### src/rtl/ifetch_queue_pkg.sv
// Shared types for the instruction fetch queue: the queued entry layout,
// the fetch FSM state encoding and the pc-step helpers.
package ifetch_queue_pkg;

  // Fetch sequencer states: no request, request outstanding, or an
  // outstanding request whose response is to be thrown away.
  typedef enum logic [1:0] {
    IDLE  = 2'd0,
    REQ   = 2'd1,
    DRAIN = 2'd2
  } ifq_state_e;

  // One queued instruction together with the address it was fetched from.
  typedef struct packed {
    logic [63:0] pc;
    logic [31:0] instr;
  } fetch_entry_t;

  localparam logic [63:0] INSTR_BYTES = 64'd4;

  // Sequential fetch step; wraps modulo 2^64.
  function automatic logic [63:0] next_pc(input logic [63:0] pc);
    return pc + INSTR_BYTES;
  endfunction

  // Fetch addresses are always word aligned.
  function automatic logic [63:0] align_pc(input logic [63:0] pc);
    return {pc[63:2], 2'b00};
  endfunction

endpackage

### src/rtl/ifetch_queue_fifo.sv
// Circular storage for fetched instructions: entry array, read/write
// pointers and occupancy count. clear_i empties the queue in one cycle and
// takes priority over push/pop. The caller never pushes into a full queue
// unless it pops in the same cycle.
module ifetch_queue_fifo
  import ifetch_queue_pkg::*;
#(
  parameter int unsigned DEPTH = 4
) (
  input  logic                   clk,
  input  logic                   rst_n,
  input  logic                   clear_i,
  input  logic                   push_i,
  input  logic                   pop_i,
  input  fetch_entry_t           push_entry_i,
  output fetch_entry_t           head_o,
  output logic [$clog2(DEPTH):0] count_o
);

  localparam int unsigned PTR_W = $clog2(DEPTH);
  localparam int unsigned CNT_W = PTR_W + 1;

  fetch_entry_t     mem_q [DEPTH];
  logic [PTR_W-1:0] wr_ptr_q, wr_ptr_d;
  logic [PTR_W-1:0] rd_ptr_q, rd_ptr_d;
  logic [CNT_W-1:0] count_q,  count_d;

  // Next pointer and count values; a flush resets everything to empty.
  always_comb begin
    // NOTE: defaults first so every path assigns every output; a missing
    // branch would otherwise infer a latch.
    wr_ptr_d = wr_ptr_q;
    rd_ptr_d = rd_ptr_q;
    count_d  = count_q;
    if (clear_i) begin
      wr_ptr_d = '0;
      rd_ptr_d = '0;
      count_d  = '0;
    end else begin
      if (push_i) wr_ptr_d = wr_ptr_q + PTR_W'(1);
      if (pop_i)  rd_ptr_d = rd_ptr_q + PTR_W'(1);
      case ({push_i, pop_i})
        2'b10:   count_d = count_q + CNT_W'(1);
        2'b01:   count_d = count_q - CNT_W'(1);
        default: count_d = count_q;
      endcase
    end
  end

  // Pointer and count registers.
  always_ff @(posedge clk or negedge rst_n) begin
    // NOTE: non-blocking assignments for all clocked state so every
    // register samples the pre-edge value of its inputs.
    if (!rst_n) begin
      wr_ptr_q <= '0;
      rd_ptr_q <= '0;
      count_q  <= '0;
    end else begin
      wr_ptr_q <= wr_ptr_d;
      rd_ptr_q <= rd_ptr_d;
      count_q  <= count_d;
    end
  end

  // Entry storage write port.
  // NOTE: the array is deliberately not reset; the count and pointers
  // already say which entries hold live data.
  always_ff @(posedge clk) begin
    if (push_i && !clear_i) mem_q[wr_ptr_q] <= push_entry_i;
  end

  assign head_o  = mem_q[rd_ptr_q];
  assign count_o = count_q;

endmodule

### src/rtl/ifetch_queue.sv
// Instruction fetch queue: sequences single-outstanding ibus requests from
// a running fetch pc, buffers responses for decode, and handles redirects
// (flush + restart) including responses still in flight.
// Optional feature: define IFETCH_QUEUE_BYPASS_EN to hand a response
// straight to decode in the same cycle when the queue is empty.
module ifetch_queue
  import ifetch_queue_pkg::*;
#(
  parameter int unsigned DEPTH    = 4,
  parameter logic [63:0] RESET_PC = 64'h8000_0000
) (
  input  logic                   clk,
  input  logic                   reset,
  input  logic                   redirect_valid,
  input  logic [63:0]            redirect_pc,
  output logic                   ireq_valid,
  output logic [63:0]            ireq_addr,
  input  logic                   iresp_data_ok,
  input  logic [31:0]            iresp_data,
  output logic                   out_valid,
  input  logic                   out_ready,
  output logic [63:0]            out_pc,
  output logic [31:0]            out_instr,
  output logic [$clog2(DEPTH):0] out_count
);

  localparam int unsigned     CNT_W      = $clog2(DEPTH) + 1;
  localparam logic [CNT_W-1:0] FULL_COUNT = CNT_W'(DEPTH);
  localparam logic [CNT_W-1:0] LAST_FREE  = CNT_W'(DEPTH - 1);

  ifq_state_e   state_q, state_d;
  logic [63:0]  fetch_pc_q, fetch_pc_d;  // next address to fetch / restart target
  logic [63:0]  req_addr_q, req_addr_d;  // address of the request on the bus
  logic [63:0]  target_pc;
  logic         resp_accept;
  logic         bypass_active;
  logic         queue_empty;
  logic         push;
  logic         fifo_pop;
  logic         becomes_full;
  fetch_entry_t resp_entry;
  fetch_entry_t head_entry;
  fetch_entry_t out_entry;

  assign target_pc   = align_pc(redirect_pc);
  assign queue_empty = (out_count == '0);
  assign resp_entry  = '{pc: req_addr_q, instr: iresp_data};

  // A response is kept only when it answers a live request and no
  // redirect is flushing the stream in the same cycle.
  assign resp_accept = (state_q == REQ) && iresp_data_ok && !redirect_valid;

`ifdef IFETCH_QUEUE_BYPASS_EN
  assign bypass_active = resp_accept && queue_empty;
`else
  assign bypass_active = 1'b0;
`endif

  // Redirect hides the head so nothing is consumed while the queue flushes.
  assign out_valid = (!queue_empty || bypass_active) && !redirect_valid;
  assign out_entry = bypass_active ? resp_entry : head_entry;
  assign out_pc    = out_valid ? out_entry.pc    : '0;
  assign out_instr = out_valid ? out_entry.instr : '0;

  // A bypassed response that decode takes right away never enters storage.
  assign fifo_pop     = out_valid && out_ready && !queue_empty;
  assign push         = resp_accept && !(bypass_active && out_ready);
  assign becomes_full = push && !fifo_pop && (out_count == LAST_FREE);

  assign ireq_valid = (state_q != IDLE);
  assign ireq_addr  = ireq_valid ? req_addr_q : '0;

  ifetch_queue_fifo #(
    .DEPTH (DEPTH)
  ) u_fifo (
    .clk          (clk),
    .rst_n        (reset),
    .clear_i      (redirect_valid),
    .push_i       (push),
    .pop_i        (fifo_pop),
    .push_entry_i (resp_entry),
    .head_o       (head_entry),
    .count_o      (out_count)
  );

  // Fetch sequencer: next state, next fetch pc and next bus address.
  always_comb begin
    state_d    = state_q;
    fetch_pc_d = fetch_pc_q;
    req_addr_d = req_addr_q;
    case (state_q)
      IDLE: begin
        if (redirect_valid) begin
          state_d    = REQ;
          fetch_pc_d = target_pc;
          req_addr_d = target_pc;
        end else if (out_count < FULL_COUNT) begin
          state_d    = REQ;
          req_addr_d = fetch_pc_q;
        end
      end
      REQ: begin
        if (redirect_valid) begin
          fetch_pc_d = target_pc;
          if (iresp_data_ok) begin
            // Response dropped; the bus is free, restart next cycle.
            req_addr_d = target_pc;
          end else begin
            // Old request still owns the bus; wait it out.
            state_d = DRAIN;
          end
        end else if (iresp_data_ok) begin
          fetch_pc_d = next_pc(fetch_pc_q);
          req_addr_d = next_pc(fetch_pc_q);
          if (becomes_full) state_d = IDLE;
        end
      end
      DRAIN: begin
        if (redirect_valid) fetch_pc_d = target_pc;
        if (iresp_data_ok) begin
          state_d    = REQ;
          req_addr_d = redirect_valid ? target_pc : fetch_pc_q;
        end
      end
      default: state_d = IDLE;
    endcase
  end

  // Sequencer registers.
  always_ff @(posedge clk or negedge reset) begin
    if (!reset) begin
      state_q    <= IDLE;
      fetch_pc_q <= RESET_PC;
      req_addr_q <= RESET_PC;
    end else begin
      state_q    <= state_d;
      fetch_pc_q <= fetch_pc_d;
      req_addr_q <= req_addr_d;
    end
  end

endmodule

### config.mk
export PLATFORM = sky130hd
export DESIGN_NAME = ifetch_queue
export DESIGN_NICKNAME = d
export VERILOG_FILES = /design/src/rtl/ifetch_queue_pkg.sv /design/src/rtl/ifetch_queue_fifo.sv /design/src/rtl/ifetch_queue.sv
export SDC_FILE = /design/constraint.sdc
export NUM_CORES = 1
export LEC_CHECK = 0
export CORE_ASPECT_RATIO = 0.8
export CORE_MARGIN = 3
export CORE_UTILIZATION = 25
export DETAILED_ROUTE_END_ITERATION = 16
export GPL_ROUTABILITY_DRIVEN = 1
export GPL_TIMING_DRIVEN = 0
export PLACE_DENSITY = 0.53
export SYNTH_ARGS = -nofsm -noshare
export SYNTH_HDL_FRONTEND = slang
export SYNTH_HIERARCHICAL = 1
export SYNTH_SLANG_ARGS = --single-unit
### constraint.sdc
create_clock -name clk -period 4.73 [get_ports clk]
set_input_delay 0.7095 -clock clk [delete_from_list [all_inputs] [get_ports clk]]
set_output_delay 0.7095 -clock clk [all_outputs]
set_load 0.1 [all_outputs]
---- After elaboration in Yosys (flattened, before gate mapping) ----
Memory sizes are Yosys's and may differ from the RTL's.
Cells that the tools add are included.
cells by class
  $add $sub $neg .......................... 5
  order comparisons ....................... 1
  equality and inequality tests ........... 11
  multiplexer cells ....................... 29
  reductions and logical operators ........ 23
operators by type and width
  cell                                            number
  two-way mux 64 bit                              10
  case mux 64 bit (3 select lines)                1
  case mux 64 bit (2 select lines)                1
  adder 64 x 3 -> 64 bit (second input constant)  1
  two-way mux 32 bit                              1
  two-way mux 2 bit                               11
  inequality test 3 bit (second input constant)   4
  logical AND 1 bit                               8
  nonzero test 2 bit                              4
  case mux 2 bit (3 select lines)                 1
  case mux 3 bit (2 select lines)                 1
  nonzero test 3 bit                              2
  AND reduction 5 bit                             1
  adder 2 x 1 -> 2 bit (second input constant)    2
  == test 2 x 1 -> 1 bit (second input constant)  2
  == test 2 bit (second input constant)           2
  inequality test 2 bit (second input constant)   2
  AND reduction 4 bit                             1
  adder 3 x 1 -> 3 bit (second input constant)    1
  == test 3 x 2 -> 1 bit (second input constant)  1
  zero test 1 bit                                 3
  zero test 3 bit                                 1
  < comparator 3 bit (second input constant)      1
  two-way mux 3 bit                               1
  5 further kinds                                 6
word-level totals
  register bits ........................... 137
  memory bits (writable) .................. 384
  output and inout port bits .............. 165
  logic and storage cells ................. 76
  memories kept ........................... 1
memory list
  memory        depth  bits a word  read ports  clocked after Yosys merged registers in  write ports  RTL line                 text
  u_fifo.mem_q  4      96           1           0                                        1            ifetch_queue_fifo.sv:23  fetch_entry_t mem_q [DEPTH];

---- Logic depth before layout (Yosys ltp) ----
  depth after elaboration ................. 12
  gate-level depth with buffers ........... 11
  gate-level depth less buffers ........... 8

---- Hierarchy ----
Netlist, hierarchy kept.
by module, submodules not included
  module             times used  cells each  area each (um^2)  seq. area each (um^2)
  ifetch_queue_fifo  1           543         14257.4           11706.2
  ifetch_queue       1           1362        10837.9           3255.6

---- Worst setup path after synthesis ----
OpenSTA, ideal clock, no wires.
  path type ............................... input port to flip-flop
  start ................................... in redirect_valid
  end ..................................... mem u_fifo/mem_q[0][0] (netlist name), enable pin
  library setup time ...................... 0.466 ns
  arrival ................................. 3.832 ns
  data required time ...................... 4.264 ns
  path slack .............................. 0.432 ns
  cell stages on the path ................. 7
  path buffers ............................ 2
  path through ............................ buf_2 > inv_1 > nand2_1 > nor2_1 > buf_2 > nor2b_1 > and2_1
between the ends
  word-level cells in the longest chain between the ends .. 5
ends and longest elaborated chain
  item                                     RTL line                 text
  start, declared                          ifetch_queue.sv:14       input logic redirect_valid,
  zero test 1 bit                          ifetch_queue.sv:51       assign resp_accept = (state_q == REQ) && iresp_data_ok && !redirect_valid;
  logical AND 1 bit                        ifetch_queue.sv:51
  named net push                           ifetch_queue.sv:38       logic push;
  logical AND 1 bit                        ifetch_queue_fifo.sv:69  if (push_i && !clear_i) mem_q[wr_ptr_q] <= push_entry_i;
  two-way mux 1 bit                        ifetch_queue_fifo.sv:69
  two-way mux 1 bit (not written as such)  ifetch_queue_fifo.sv:69
  end, declared                            ifetch_queue_fifo.sv:23
The timed path passes the listed nets, and every way through them passes these cells.

---- Worst setup path in the final report ----
  start ................................... reg state_q[0]
  end ..................................... out ireq_addr[39]
between the ends
  word-level cells in the longest chain between the ends .. 2
ends and longest elaborated chain
  item                    RTL line             text
  start, declared         ifetch_queue.sv:31   ifq_state_e state_q, state_d;
  start signal, assigned  ifetch_queue.sv:136  state_q <= state_d;
  nonzero test 2 bit      ifetch_queue.sv:70   assign ireq_valid = (state_q != IDLE);
  two-way mux 64 bit      ifetch_queue.sv:71   assign ireq_addr = ireq_valid ? req_addr_q : '0;
  end, declared           ifetch_queue.sv:17   output logic [63:0] ireq_addr,
Every way passes these cells.

==> impl_results.md <==
- Outcome: completed
- Worst-Margin Slew: 1.37 ns
- Die area: 104000 sq um
- Critical Path RT: 4.02 ns
- Starting Density: 0.253
- Met3 Track Usage GR: 0.0399
- Crit path DAT: 3.82 ns
- Number of nets with antenna violations after routing: 0
- Grt ovf: 0
- Worst VDD drop: 223 uV
- Commonest cells after routing, fill and taps aside: edfxtp_1 (384), dfrtp_1 (135), clkdlybuf4s50_1 (123)
- Core Area: 99100 sq um
- Routed vias/inst: 5.21
- Worst path slowest cell: dlygate4sd2_1
- Max incr delay on CP: 0.63 ns
- Met2 Use GR: 0.290
- Critical Path Fanout Max: 10
- Clock Tree Buf Depth: 3
- Grt met1 use: 0.276
- Post-synthesis sequential area ratio: 0.596
- Worst skew pair latency: 0.61 ns
- Sink Count: 521
- Async S/R FF share, synth: 0.263
- Global-route wire length before repair: 143000 um
- Worst reg2reg setup slack: 0.87 ns
- Critical path endpoint category: primary output
- Core Rows: 103
- Fraction of layout cells with a size suffix above 1: 0.174
- Synthesized area: 25100 sq um
- Worst R2R Path Depth: 8
- Netlist cell types: 86
- CTS tree: done
- 1st-pass router iterations: 6
- Final min period: 4.53 ns
- IO Count: 266
- Largest net degree at the start of global routing: 75
- PD cells: 498 nW/um^2
- Clock Pin Slew Worst Setup and Hold Paths: 0.05 ns
- Antenna violations before repair: 8
- Top FF cell, synth: edfxtp_1
- Fin Clk Skew: 0.0222 ns
- Reg area: 15000 sq um
- Vias in the first global route: 18700
- Critical Path, Cell by Cell: buf_2 > nor2_1 > clkbuf_2 > clkbuf_1 > nor2b_1 > dlygate4sd2_1
- Worst slack, placed: -1.36 ns
- Endpoints failing hold: 0
- Leakage: 0.0114 uW
- Synthesized Nets: 2012
- Commonest non-fill, non-tap cell in the layout: edfxtp_1
- Final Wtd Congestion: 0.946
- Worst Hold Margin: 0.0707 ns
- Max_slew headroom: 0.0882
- Nets: 2352
- Post-synth EDFFs: 384
- Port bufs: 262
- H-tree depth: 3
- Area of the multi-input gates: 9290 sq um
- Clock root buffer master: clkbuf_16
- Dpl hpwl: 73200 um
- Max-slew violations: 0
- Gr busiest metal: met2
- Startpoint Class: flip-flop
- Drt total wl: 102000 um
- Fill count: 9839
- Kind of cell adding the most delay to the critical path: buffers and inverters
- Residual DRC: 0
- Total GRT Usage: 0.192
- Final period utilization: 0.958
- DRT iter0 DRCs: 1988
- Worst path buffer plus inverter count: 4
- R2r endpoint: fetch_pc_q[34]$_DFFE_PN0P_
- Synth Area per Inst: 13.2 sq um
- Synth Register Bits: 521
- Fmax: 0.221 GHz
- Final setup viols: 0
- Crit Path Category: reg -> out
- Synthesis Warnings: 6
- Via count: 18800
- Die W: 360 um
- Synth-to-layout area growth: 26.6%
- Worst Hold Class: in -> async
- Max-cap viol count: 0
- Mapped Cells: 1905
- Die Y: 289 um
- CTS Buf Count: 66
- Final WS setup: 0.201 ns
- RR Startpoint: state_q[1]$_DFFE_PN0P_
- Wire length per cell: 28.2 um
- RSZ-0062 raised after global routing: no
-- worst max path at each step --
stage	start	endpoint	slack (ns)	cells past startpoint
2_1_floorplan	redirect_valid	u_fifo/mem_q[0][0]$_DFFE_PP_	0.43	7
4_1_cts	state_q[0]$_DFFE_PN0P_	ireq_addr[22]	0.005	6
3_5_place_dp	redirect_valid	out_instr[15]	-1.36	7
5_1_grt	state_q[0]$_DFFE_PN0P_	ireq_addr[39]	0.08	6
6_report	state_q[0]$_DFFE_PN0P_	ireq_addr[39]	0.20	6
3_3_place_gp	reset	req_addr_q[60]$_DFFE_PN0P_	-3.63	1
-- final cells by class --
cell class	count	area share
diodes	5	0.000394
plain buffers	160	0.0243
clock buffers	91	0.0569
clock inverters	25	0.0105
inverters	25	0.00295
multi-input cells	1199	0.292
flip-flops and latches	521	0.471
well taps	1312	0.0517
repair buffers	272	0.0900
-- registers in the layout, summed over array words and instances, names as in the netlist --
register	flops
u_fifo/mem_q	384
state_q	2
req_addr_q	64
u_fifo/count_o	3
fetch_pc_q	64
u_fifo/rd_ptr_q	2
u_fifo/wr_ptr_q	2
-- metrics by stage --
stage	utilization	TNS (ns)	total power, uW	std cells	instance area (sq um)
2_1_floorplan	-	0	9240	1905	25100
3_3_place_gp	0.296	-1917.43	10900	3479	29400
3_5_place_dp	0.299	-61.94	11000	3489	29600
4_1_cts	0.320	0	16000	3605	31700
5_1_grt	0.320	0	16400	3605	31800
6_report	0.321	0	15800	3610	31800
-- cells by family (layout without fill, tap and decap cells) --
logic type	after synthesis	after routing	synth area share
AOI/OAI and AO/OA	336	336	0.0908
xor gates and xnor gates	11	11	0.00384
adders and majority gates	6	6	0.00329
buffers and inverters	185	573	0.0343
DFF	521	521	0.596
muxes	163	163	0.115
other	0	5	0
and+or+nand+nor	683	683	0.157
-- cell usage after synthesis (all sizes together), types with 6 or more instances --
master	number	area, sq um
a211o	6	52.6
a211oi	8	60.1
a21oi	72	360
a221o	6	60.1
a221oi	15	131
a22o	12	105
a31oi	20	125
a41oi	8	70.1
and2	115	719
and3	30	188
and4	15	131
buf	82	472
clkbuf	78	294
dfrtp	135	3380
edfxtp	384	11500
inv	25	93.8
mux2	33	372
mux2i	34	340
mux4	96	2160
nand2	105	397
nand2b	17	106
nand3	69	355
nand4	52	403
nor2	109	409
nor2b	72	450
nor3	32	190
nor3b	9	67.6
nor4	23	250
o211ai	10	75.1
o21a	7	52.6
o21ai	75	375
o221ai	11	96.3
o22ai	13	81.3
o31a	6	52.6
o31ai	14	110
o32ai	9	78.8
or3	7	43.8
or4	16	124
xnor2	6	52.6
-- per-layer routing --
metal,part of all wire,up-vias,wire [um]
met2,0.44,831,44900
met4,0.027,2,2730
met1,0.46,9751,46500
met5,0.00013,-,13
met3,0.075,153,7590
li1,-,8065,-
-- power breakdown --
group	switching, uW	leakage, uW	total (uW)	internal [uW]
clock	2000	0.00103	5010	3020
sequential	490	0.00509	5940	5450
combinational	3650	0.00526	4860	1220
-- what timing repair did --
action,CTS,global route
hold buffers,0,0
endpoints found under the hold margin,0,0
setup buffers,0,0
resized for setup,195,32
setup endpoints to repair,139,35
(Power assumes the default switching activity.)
